## src/rtl/h264_fetch_pkg.sv

```systemverilog
// Shared definitions for the macroblock fetch responder.
// A 4:2:0 macroblock occupies 96 32-bit words: luma 0..63, Cb 64..79, Cr 80..95.
// Also provides the fetch FSM state type and the full-width address range check.
package h264_fetch_pkg;

    localparam int MB_WORDS = 96;
    localparam int Y_BASE   = 0;
    localparam int U_BASE   = 64;
    localparam int V_BASE   = 80;
    localparam int Y_WORDS  = 64;
    localparam int C_WORDS  = 16;

    typedef enum logic [1:0] {
        IDLE  = 2'd0,
        LOAD  = 2'd1,
        READY = 2'd2
    } fetch_state_e;

    // Full 32-bit compare so that large addresses never alias into the buffer.
    function automatic logic addr_in_range(input logic [31:0] addr, input int unsigned depth);
        return (addr < depth);
    endfunction

endpackage

```

## src/rtl/mb_read_pipe.sv

```systemverilog
// Read-response delay line for the fetch responder.
// Each stage holds {valid, err, data}. Invalid stages keep their previous err/data,
// so the last stage naturally holds the most recent response between valid slots.
// Ports:
//   clk, rst       clock, asynchronous active-high reset
//   in_valid_i     a served (not dropped) request enters the pipe this cycle
//   in_err_i       that request was out of range
//   in_data_i      buffer word read for that request
//   out_valid_o    response slot valid (last stage)
//   out_data_o     response word, forced to zero for out-of-range requests
//   empty_o        no valid entry anywhere in the pipe
module mb_read_pipe #(
    parameter int LATENCY = 1
) (
    input  logic        clk,
    input  logic        rst,
    input  logic        in_valid_i,
    input  logic        in_err_i,
    input  logic [31:0] in_data_i,
    output logic        out_valid_o,
    output logic [31:0] out_data_o,
    output logic        empty_o
);

    logic [LATENCY-1:0] valid_q;
    logic [LATENCY-1:0] err_q;
    logic [31:0]        data_q [LATENCY];

    logic [LATENCY-1:0] src_valid_s;
    logic [LATENCY-1:0] src_err_s;
    logic [31:0]        src_data_s [LATENCY];

    // Source of each stage: the pipe input for stage 0, the previous stage otherwise.
    always_comb begin
        src_valid_s    = '0;
        src_err_s      = '0;
        for (int k = 0; k < LATENCY; k++) begin
            src_data_s[k] = 32'h0000_0000;
        end
        src_valid_s[0] = in_valid_i;
        src_err_s[0]   = in_err_i;
        src_data_s[0]  = in_data_i;
        for (int k = 1; k < LATENCY; k++) begin
            src_valid_s[k] = valid_q[k-1];
            src_err_s[k]   = err_q[k-1];
            src_data_s[k]  = data_q[k-1];
        end
    end

    // Shift register; err/data only advance with a valid entry so the output holds.
    always_ff @(posedge clk or posedge rst) begin
        if (rst) begin
            valid_q <= '0;
            err_q   <= '0;
            for (int k = 0; k < LATENCY; k++) begin
                data_q[k] <= 32'h0000_0000;
            end
        end else begin
            for (int k = 0; k < LATENCY; k++) begin
                valid_q[k] <= src_valid_s[k];
                if (src_valid_s[k]) begin
                    err_q[k]  <= src_err_s[k];
                    data_q[k] <= src_data_s[k];
                end else begin
                    err_q[k]  <= err_q[k];
                    data_q[k] <= data_q[k];
                end
            end
        end
    end

    assign out_valid_o = valid_q[LATENCY-1];
    // err and data are held together, so this stays stable across empty slots.
    assign out_data_o  = err_q[LATENCY-1] ? 32'h0000_0000 : data_q[LATENCY-1];
    assign empty_o     = ~(|valid_q);

endmodule

```

## src/rtl/mb_fetch_responder.sv

```systemverilog
// Responder end of the macroblock fetch interface.
// Holds one macroblock loaded over a host write port and serves word reads with a
// configurable latency, optionally dropping every STALL_PERIOD-th issued request.
// Ports:
//   clk, rst     clock, asynchronous active-high reset
//   load_valid   host write strobe
//   load_data    host write word (stored unchanged)
//   load_ready   buffer accepts a load word this cycle
//   load_done    one-cycle pulse after the last word of a macroblock is accepted
//   serve_en     requester active; fetch_addr is a request every cycle it is high
//   fetch_addr   word address of the request
//   data_word    response data (holds between valid slots)
//   data_valid   response slot valid, LATENCY cycles after the issuing cycle
//   addr_err     sticky flag: an out-of-range request was issued
module mb_fetch_responder
    import h264_fetch_pkg::*;
#(
    parameter int DEPTH        = MB_WORDS,
    parameter int LATENCY      = 1,
    parameter int STALL_PERIOD = 0
) (
    input  logic        clk,
    input  logic        rst,
    input  logic        load_valid,
    input  logic [31:0] load_data,
    output logic        load_ready,
    output logic        load_done,
    input  logic        serve_en,
    input  logic [31:0] fetch_addr,
    output logic [31:0] data_word,
    output logic        data_valid,
    output logic        addr_err
);

    localparam int WP_W     = (DEPTH > 1) ? $clog2(DEPTH) : 1;
    localparam int SC_W     = (STALL_PERIOD > 1) ? $clog2(STALL_PERIOD) : 1;
    localparam int DROP_CNT = (STALL_PERIOD > 0) ? (STALL_PERIOD - 1) : 0;

    fetch_state_e    state_q, state_d;
    logic [WP_W-1:0] wptr_q, wptr_d;
    logic [SC_W-1:0] stall_cnt_q, stall_cnt_d;
    logic            load_done_q, load_done_d;
    logic            addr_err_q, addr_err_d;
    logic [31:0]     mem_q [DEPTH];

    logic            accept_s;
    logic [WP_W-1:0] wr_idx_s;
    logic            last_word_s;
    logic            issue_s;
    logic            drop_s;
    logic            in_range_s;
    logic [31:0]     rd_data_s;
    logic            pipe_empty_s;

    // Load handshake: blocked while serving or while responses are still in flight.
    always_comb begin
        load_ready = 1'b0;
        if (rst) begin
            load_ready = 1'b0;
        end else begin
            case (state_q)
                IDLE:    load_ready = 1'b1;
                LOAD:    load_ready = 1'b1;
                READY:   load_ready = ~serve_en & pipe_empty_s;
                default: load_ready = 1'b0;
            endcase
        end
    end

    assign accept_s    = load_valid & load_ready;
    // A load accepted outside LOAD always starts a fresh macroblock at word 0.
    assign wr_idx_s    = (state_q == LOAD) ? wptr_q : {WP_W{1'b0}};
    assign last_word_s = (wr_idx_s == WP_W'(DEPTH - 1));
    assign issue_s     = (state_q == READY) & serve_en;
    assign in_range_s  = addr_in_range(fetch_addr, int'(DEPTH));

    // Request qualification: stall drop and buffer read for in-range addresses.
    always_comb begin
        drop_s    = 1'b0;
        rd_data_s = 32'h0000_0000;
        if (STALL_PERIOD > 0) begin
            drop_s = issue_s & (stall_cnt_q == SC_W'(DROP_CNT));
        end else begin
            drop_s = 1'b0;
        end
        if (in_range_s) begin
            rd_data_s = mem_q[fetch_addr[WP_W-1:0]];
        end else begin
            rd_data_s = 32'h0000_0000;
        end
    end

    // Next-state logic for the FSM, write pointer, stall counter and flags.
    always_comb begin
        state_d     = state_q;
        wptr_d      = wptr_q;
        stall_cnt_d = stall_cnt_q;
        load_done_d = 1'b0;
        addr_err_d  = addr_err_q;

        if (accept_s) begin
            if (last_word_s) begin
                wptr_d      = {WP_W{1'b0}};
                load_done_d = 1'b1;
                state_d     = READY;
            end else begin
                wptr_d  = wr_idx_s + WP_W'(1);
                state_d = LOAD;
            end
        end else begin
            state_d = state_q;
        end

        // Counter only needed when the period exceeds one; period 1 drops everything.
        if (issue_s && (STALL_PERIOD > 1)) begin
            if (drop_s) begin
                stall_cnt_d = {SC_W{1'b0}};
            end else begin
                stall_cnt_d = stall_cnt_q + SC_W'(1);
            end
        end else begin
            stall_cnt_d = stall_cnt_q;
        end

        if (issue_s && !in_range_s) begin
            addr_err_d = 1'b1;
        end else begin
            addr_err_d = addr_err_q;
        end
    end

    // Control state registers.
    always_ff @(posedge clk or posedge rst) begin
        if (rst) begin
            state_q     <= IDLE;
            wptr_q      <= {WP_W{1'b0}};
            stall_cnt_q <= {SC_W{1'b0}};
            load_done_q <= 1'b0;
            addr_err_q  <= 1'b0;
        end else begin
            state_q     <= state_d;
            wptr_q      <= wptr_d;
            stall_cnt_q <= stall_cnt_d;
            load_done_q <= load_done_d;
            addr_err_q  <= addr_err_d;
        end
    end

    // Macroblock buffer; contents are not reset.
    always_ff @(posedge clk) begin
        if (accept_s) begin
            mem_q[wr_idx_s] <= load_data;
        end
    end

    mb_read_pipe #(
        .LATENCY (LATENCY)
    ) u_read_pipe (
        .clk         (clk),
        .rst         (rst),
        .in_valid_i  (issue_s & ~drop_s),
        .in_err_i    (~in_range_s),
        .in_data_i   (rd_data_s),
        .out_valid_o (data_valid),
        .out_data_o  (data_word),
        .empty_o     (pipe_empty_s)
    );

    assign load_done = load_done_q;
    assign addr_err  = addr_err_q;

endmodule

```

## config.mk

```make
export PLATFORM = sky130hd
export DESIGN_NAME = mb_fetch_responder
export DESIGN_NICKNAME = d
export VERILOG_FILES = /design/src/rtl/h264_fetch_pkg.sv /design/src/rtl/mb_read_pipe.sv /design/src/rtl/mb_fetch_responder.sv
export SDC_FILE = /design/constraint.sdc
export NUM_CORES = 2
export LEC_CHECK = 0
export BUFFER_PORTS_ARGS = -buffer_cell sky130_fd_sc_hd__buf_2
export CAP_MARGIN = 20
export CORE_AREA = 10 10 442 444
export CTS_BUF_LIST = sky130_fd_sc_hd__clkbuf_2 sky130_fd_sc_hd__clkbuf_4 sky130_fd_sc_hd__clkbuf_8
export DETAILED_ROUTE_END_ITERATION = 10
export DIE_AREA = 0 0 452 454
export GPL_ROUTABILITY_DRIVEN = 0
export PLACE_DENSITY_LB_ADDON = 0.12
export SLEW_MARGIN = 0
export SYNTH_ARGS = -nofsm -noshare
export SYNTH_HDL_FRONTEND = slang
export SYNTH_HIERARCHICAL = 1
export SYNTH_SLANG_ARGS = --single-unit
```

## constraint.sdc

```tcl
create_clock -name clk -period 4.7 [get_ports clk]
set_input_delay 0.47 -clock clk [delete_from_list [all_inputs] [get_ports clk]]
set_output_delay 0.47 -clock clk [all_outputs]
set_load 0.05 [all_outputs]
```

After elaboration in Yosys (flattened, before gate mapping)
Memory sizes are Yosys's and may differ from the RTL's.
Index checks and enable logic that the tools add are counted.
{"block": "word_totals", "ramBits": 3072, "register_bits": 45, "output_inout_bits": 36, "elab_cells": 34, "inputBits": 68, "n_memories": 1}
{"block": "op_classes", "n_mux": 11, "n_eq_ne": 3, "n_lt_le_gt_ge": 1, "n_addsub": 1, "bitwise_logic": 6, "n_reduce_logical": 4}
{"memory": "mem_q", "words": 96, "word_bits": 32, "read_ports": 1, "rd_clocked_by_memory_dff": 0, "write_ports": 1, "line": "mb_fetch_responder.sv:44", "source": "logic [31:0] mem_q [DEPTH];"}
{"operator": "2-to-1 mux 32 bit", "n": 2}
{"operator": "less-than comparator 32 x 7 -> 1 bit (second input constant)", "n": 1}
{"operator": "2-to-1 mux 7 bit", "n": 2}
{"operator": "adder 7 x 1 -> 7 bit (second input constant)", "n": 1}
{"operator": "equality test 7 bit (second input constant)", "n": 1}
{"operator": "2-to-1 mux 1 bit", "n": 5}
{"operator": "AND 1 bit", "n": 3}
{"operator": "inverter 1 bit", "n": 3}
{"operator": "equality test 2 x 1 -> 1 bit (second input constant)", "n": 1}
{"operator": "equality test 2 bit (second input constant)", "n": 1}
{"operator": "logical NOT 2 bit", "n": 1}
{"operator": "2-to-1 mux 2 bit", "n": 1}
{"operator": "one-hot mux 1 bit (2 select lines)", "n": 1}
{"operator": "OR reduction 2 bit", "n": 1}
{"operator": "logical AND 1 bit", "n": 1}
{"operator": "logical NOT 1 bit", "n": 1}

Longest topological paths before layout
{"block": "depth", "depth_word": 7, "mapped_depth": 13, "mapped_depth_nobuf": 9}

Hierarchy
Netlist, hierarchy kept.
{"module": "mb_fetch_responder", "instances": 1, "area_each_um2": 118626.3, "seq_area_each_um2": 92523.7, "cells_each": 5100}
{"module": "mb_read_pipe", "instances": 1, "area_each_um2": 1652.8, "seq_area_each_um2": 850.8, "cells_each": 108}

Least setup slack after synthesis
No wires, ideal clock.
{"block": "synth_timing", "path_type": "register -> register", "from": "reg u_read_pipe.valid_q, in the netlist u_read_pipe/out_valid_o", "to": "mem mem_q[31][0] (enable)", "synth_period_minus_slack_ns": 5.068, "stages_incl_launch_ff": 6, "required_time_ns": 4.239, "setup_slack_ns": -0.368, "n_path_buf": 0, "setup_time_ns": 0.461, "arrival_time_ns": 4.607, "cell_sequence": "dfrtp_1 -> inv_1 -> or3b_2 -> a21oi_1 -> nand2_1 -> nor3_1"}
{"block": "synth_between", "elab_chain_len": 7}
{"element": "start, declared", "line": "mb_read_pipe.sv:25", "source": "logic [LATENCY-1:0] valid_q;"}
{"element": "start signal, assigned by index", "line": "mb_read_pipe.sv:60", "source": "valid_q[k] <= src_valid_s[k];"}
{"element": "inverter 1 bit", "line": "mb_read_pipe.sv:75", "source": "assign empty_o = ~(|valid_q);"}
{"element": "named net pipe_empty_s", "line": "mb_fetch_responder.sv:53", "source": "logic pipe_empty_s;"}
{"element": "AND 1 bit", "line": "mb_fetch_responder.sv:64", "source": "READY: load_ready = ~serve_en & pipe_empty_s;"}
{"element": "one-hot mux 1 bit (2 select lines)", "line": "mb_fetch_responder.sv:61", "source": "case (state_q)"}
{"element": "2-to-1 mux 1 bit", "line": "mb_fetch_responder.sv:58", "source": "if (rst) begin"}
{"element": "named net load_ready", "line": "mb_fetch_responder.sv:26", "source": "output logic load_ready,"}
{"element": "AND 1 bit", "line": "mb_fetch_responder.sv:70", "source": "assign accept_s = load_valid & load_ready;"}
{"element": "2-to-1 mux 1 bit", "line": "mb_fetch_responder.sv:151", "source": "if (accept_s) begin"}
{"element": "2-to-1 mux 1 bit (not written as such)", "line": "mb_fetch_responder.sv:152", "source": "mem_q[wr_idx_s] <= load_data;"}
{"element": "end, declared", "line": "mb_fetch_responder.sv:44"}
The timed path passes the listed nets, and every way through them passes these cells.

Worst setup path after layout
{"block": "layout_timing", "from": "reg state_q[0]", "to": "mem mem_q[57][5] (enable)"}
{"block": "layout_between", "elab_chain_len": 7, "word_cells_on_any_way": 10, "cone_classes": "eq/ne (2); mux (5); bitwise (1); reduce/logical (2)"}
{"element": "start, declared", "line": "mb_fetch_responder.sv:39", "source": "fetch_state_e state_q, state_d;"}
{"element": "start signal, assigned", "line": "mb_fetch_responder.sv:141", "source": "state_q <= state_d;"}
{"element": "equality test 2 x 1 -> 1 bit / logical NOT 2 bit (equally long branches)", "line": "mb_fetch_responder.sv:61, mb_fetch_responder.sv:72"}
{"element": "OR reduction 2 bit (no line)"}
{"element": "one-hot mux 1 bit (2 select lines)", "line": "mb_fetch_responder.sv:61"}
{"element": "2-to-1 mux 1 bit", "line": "mb_fetch_responder.sv:58"}
{"element": "AND 1 bit", "line": "mb_fetch_responder.sv:70"}
{"element": "2-to-1 mux 1 bit", "line": "mb_fetch_responder.sv:151"}
{"element": "2-to-1 mux 1 bit (not written as such)", "line": "mb_fetch_responder.sv:152"}
Several ways; a longest one is shown, not always the timed one.

==> impl_summary.md <==
Run status
The flow ran to the end, but the final reports show violations. The final reports fail on max-slew violations.

Logic synthesis
The most frequently used flop master after synthesis is edfxtp_1. The fraction of post-synthesis cell area in the top cell type by area is 76.7%. Yosys printed 6 warnings. The synthesized netlist net count is 5,277. The count of state elements after synthesis is 3,117. The largest area contributor in the netlist is edfxtp_1. The instance count of the mapped netlist is 5,208. A synthesized cell averages 23.1 sq um. The synthesized design contains 3,072 enable-type register cells. For this run, asynchronously set or reset flops after synthesis account for 1.44%. The cell area after synthesis is 120,000 sq um. After synthesis, the netlist uses 60 different library cells. In the post-synthesis netlist, the biggest area contributors are edfxtp_1 (77%), mux4_2 (15%), mux2i_1 (1.4%).

The sequential fraction of the synthesis area is 77.6%.

Route
The detailed-route via count is 60,500. The number of nets with antenna violations after detailed routing is 0. The average vias per placed instance is 6.93. The overall routed net length is 324,000 microns. The mean routed wirelength per cell is 37.2 microns. After detailed routing, the number of remaining DRC violations is 0. The number of optimization iterations in the first detailed-route pass is 6. For this block, the initial DRC count from the detailed router was 9,214.

Timing
The number of endpoints with negative hold slack in the final report is 0. In the finished design, the share of the clock period the worst path needs comes to 83.3%. For the pin with the worst max-slew slack, the measured transition is 1.53 ns. The number of pins exceeding their max-slew limit in the final report is 1.

Setup repair after global routing left no endpoint under its margin. The maximum clock skew at final layout is 0.0514 ns. Measured against its own limit, the worst slew margin works out to -2.18%. The time the worst path needs with I/O delays and setup is 3.92 ns. For the final routed database, the setup TNS stands at 0 ns. The final critical-path setup slack is 0.784 ns.

Based on the critical path, the design can be clocked at up to 255 MHz. Setup violations remaining at the end of the flow were counted as 0.

Cells and area
After the last flow step, the layout net total stands at 5,909. The final-layout fill cell count is 10,700. The top cell types in the final layout, fill and taps aside, are edfxtp_1 (3,072), mux4_2 (822), clkbuf_8 (510). Measured on the finished design, the core utilization comes to 72.6%. From synthesis to final layout, the design area changed by 12.6%. The post-route cell area is 135,000 sq um. Cells with a size suffix above 1 make up 34.1% of the layout.

The library cell used most frequently in the layout, excluding fill and tap cells, is edfxtp_1.

Floorplanning
The row count is 159. 104 I/O pins were placed. The effective utilization at floorplan is 64.5%.

The total core area is 187,000 sq um. The die is 454 microns tall. The floorplan step defined a die boundary enclosing 205,000 sq um.

The width of the die is 452 microns.

CTS
Buffers added to address setup during post-CTS repair amount to 0. The clock passes through at most 4 buffers. The clock latency reported for the late side of the worst-skew pair is 1.13 ns. The TritonCTS clock tree is yes. The clock-pin slew reported for the worst setup and hold paths after clock tree synthesis is 0.06 ns. The number of CTS-inserted buffers is 483. The H-tree was split into 5 levels. The root buffer cell is clkbuf_8. CTS saw 3,117 sinks.

Power and ir drop
For this design the ratio of total power to cell area is 412 nW/um^2. In this run the static leakage power is 0.0434 uW. The worst-case IR drop observed on VDD is 0.304 mV. The net switching power of the design is 12,500 uW. Power comes to 55,800 uW. In this run switching power makes up 22.5% of total power. In this run, the combinational gates consume 6.1% of the power.

Sequential cells burn 55.1% of the power. The clock network burns 38.9% of the power. The internal power is 43,300 uW.

Setup path
STA classifies the critical path endpoint as a flip-flop. The type of the worst setup path is reg2reg. The capturing point of the worst reg2reg path is mem_q[57][5]. The last element of the critical path is mem_q[57][5].

The launching instance or port of the critical path is state_q[0]. For the worst setup path, the data required time is 5.48 ns. For the worst setup path, the data arrival time is 4.69 ns. The worst register-to-register path has a depth of 7. The type of element launching the critical path is a flip-flop.

In this run the worst path has a maximum fanout of 20. The setup check on the worst reg-to-reg path leaves a slack of 0.78 ns. The critical register-to-register path startpoint is state_q[0].

Global routing
Global routing used 31.8% of the available tracks. The via count of the first global-routing pass is 59,700. Summed over all layers, the global routing overflow is 0. The pin count of the biggest net entering global routing is 97. The number of antenna violations at the first check in global routing is 23. The wire length of the first global-routing pass is 457,000 microns.

Place
The HPWL after detailed placement is 187,000 microns. Buffers placed on the I/O ports in this run total 103. The placed instances occupy a cell area of 126,000 sq um. Timing analysis after detailed placement gives a worst setup slack of 0.441 ns.

Hold path
The type of the tightest min-delay check is in2reg.

Run
Across the run, the number of max-cap violations was 0.
[worst min path at each step]
stage	start	end	slack (ns)	depth (start not counted)
floorplan	rst	addr_err	0.32	1
global placement	u_read_pipe/data_q[10]	u_read_pipe/data_q[10]	0.49	1
CTS	rst	u_read_pipe/data_q[13]	0.009	3
global route	rst	u_read_pipe/data_q[2]	0.07	3
detailed placement	u_read_pipe/data_q[30]	u_read_pipe/data_q[30]	0.49	1
finish	load_data[27]	mem_q[76][27]	0.09	1
[synthesized netlist by cell type (23+ instances only)]
cell / number
o21ai_0: 23
dfrtp_1: 45
nor2b_1: 28
nor2_1: 144
nand3_1: 42
mux2i_1: 173
a31oi_1: 24
edfxtp_1: 3072
nand2_1: 169
mux2_2: 24
buf_2: 86
o22ai_1: 28
clkbuf_1: 82
a22oi_1: 30
mux2_4: 30
buf_4: 46
buf_6: 32
a21oi_1: 48
mux4_2: 822
[cells by family (layout without fill, tap and decap cells)]
family / after synthesis / after routing / synth area share, %
compound gates: 273 / 273 / 1.58
fa+ha+maj: 1 / 1 / 0.0104
buf+inv: 293 / 1303 / 1.56
flops: 3117 / 3117 / 77.6
mux: 1049 / 1049 / 17.4
other cells: 0 / 12 / 0
simple gates: 475 / 475 / 1.79
[per-layer routing]
| metal | up-vias | track usage (%) | routed length, microns |
|---|---|---|---|
| met4 | 8 | 14.0 | 16300 |
| li1 | 23500 | - | - |
| met2 | 4198 | 48.4 | 153000 |
| met3 | 672 | 6.80 | 37300 |
| met1 | 32100 | 45.5 | 118000 |
| met5 | - | 0 | 54 |
[through the flow]
| stage | std cells | hold WS, ns |
|---|---|---|
| 5_1_grt | 8719 | 0.0705 |
| 3_3_place_gp | 7805 | 0.487 |
| 3_5_place_dp | 7810 | 0.491 |
| 2_1_floorplan | 5208 | 0.322 |
| 6_report | 8725 | 0.0886 |
| 4_1_cts | 8691 | 0.00903 |
[power groups by stage]
stage                     Combinational, uW  Sequential, uW  Clock, uW
after floorplan                        1700           31300          0
after global placement                 3180           31300          0
after detailed placement               3290           31300          0
after CTS                              3310           30700      21900
after global routing                   3490           30700      23100
final                                  3390           30700      21700
[critical path, stage by stage, from the launching register on]
cell and delay (ns):
dfrtp_1 0.44, nor2b_1 0.16, buf_4 0.22, nand2_1 0.10
or3_1 0.80, or2_2 0.69, nor2_4 0.75, buf_4 0.39
[layout make-up]
| class | count | area (sq um) | share of cell area [%] |
|---|---|---|---|
| clock buffers | 657 | 8120 | 6.00 |
| multi-input cells | 1798 | 25800 | 19.0 |
| inverters | 14 | 63.8 | 0.0471 |
| repair buffers | 426 | 3880 | 2.87 |
| diodes | 12 | 30.0 | 0.0222 |
| flip-flops and latches | 3117 | 93400 | 69.0 |
| well taps | 2495 | 3120 | 2.31 |
| clock inverters | 206 | 1050 | 0.772 |
[registers in the layout, indices dropped and copies added (netlist names)]
| register | cells |
|---|---|
| mem_q | 3072 |
| u_read_pipe/data_q | 32 |
| wptr_q | 7 |
| state_q | 2 |
| addr_err | 1 |
| load_done | 1 |
| u_read_pipe/err_q | 1 |
| u_read_pipe/out_valid_o | 1 |
[repair_timing]
action,in CTS,in global routing
resized for setup,0,0
endpoints found under the hold margin,658,288
hold buffers,18,10
Power figures use the tool's default switching activity.
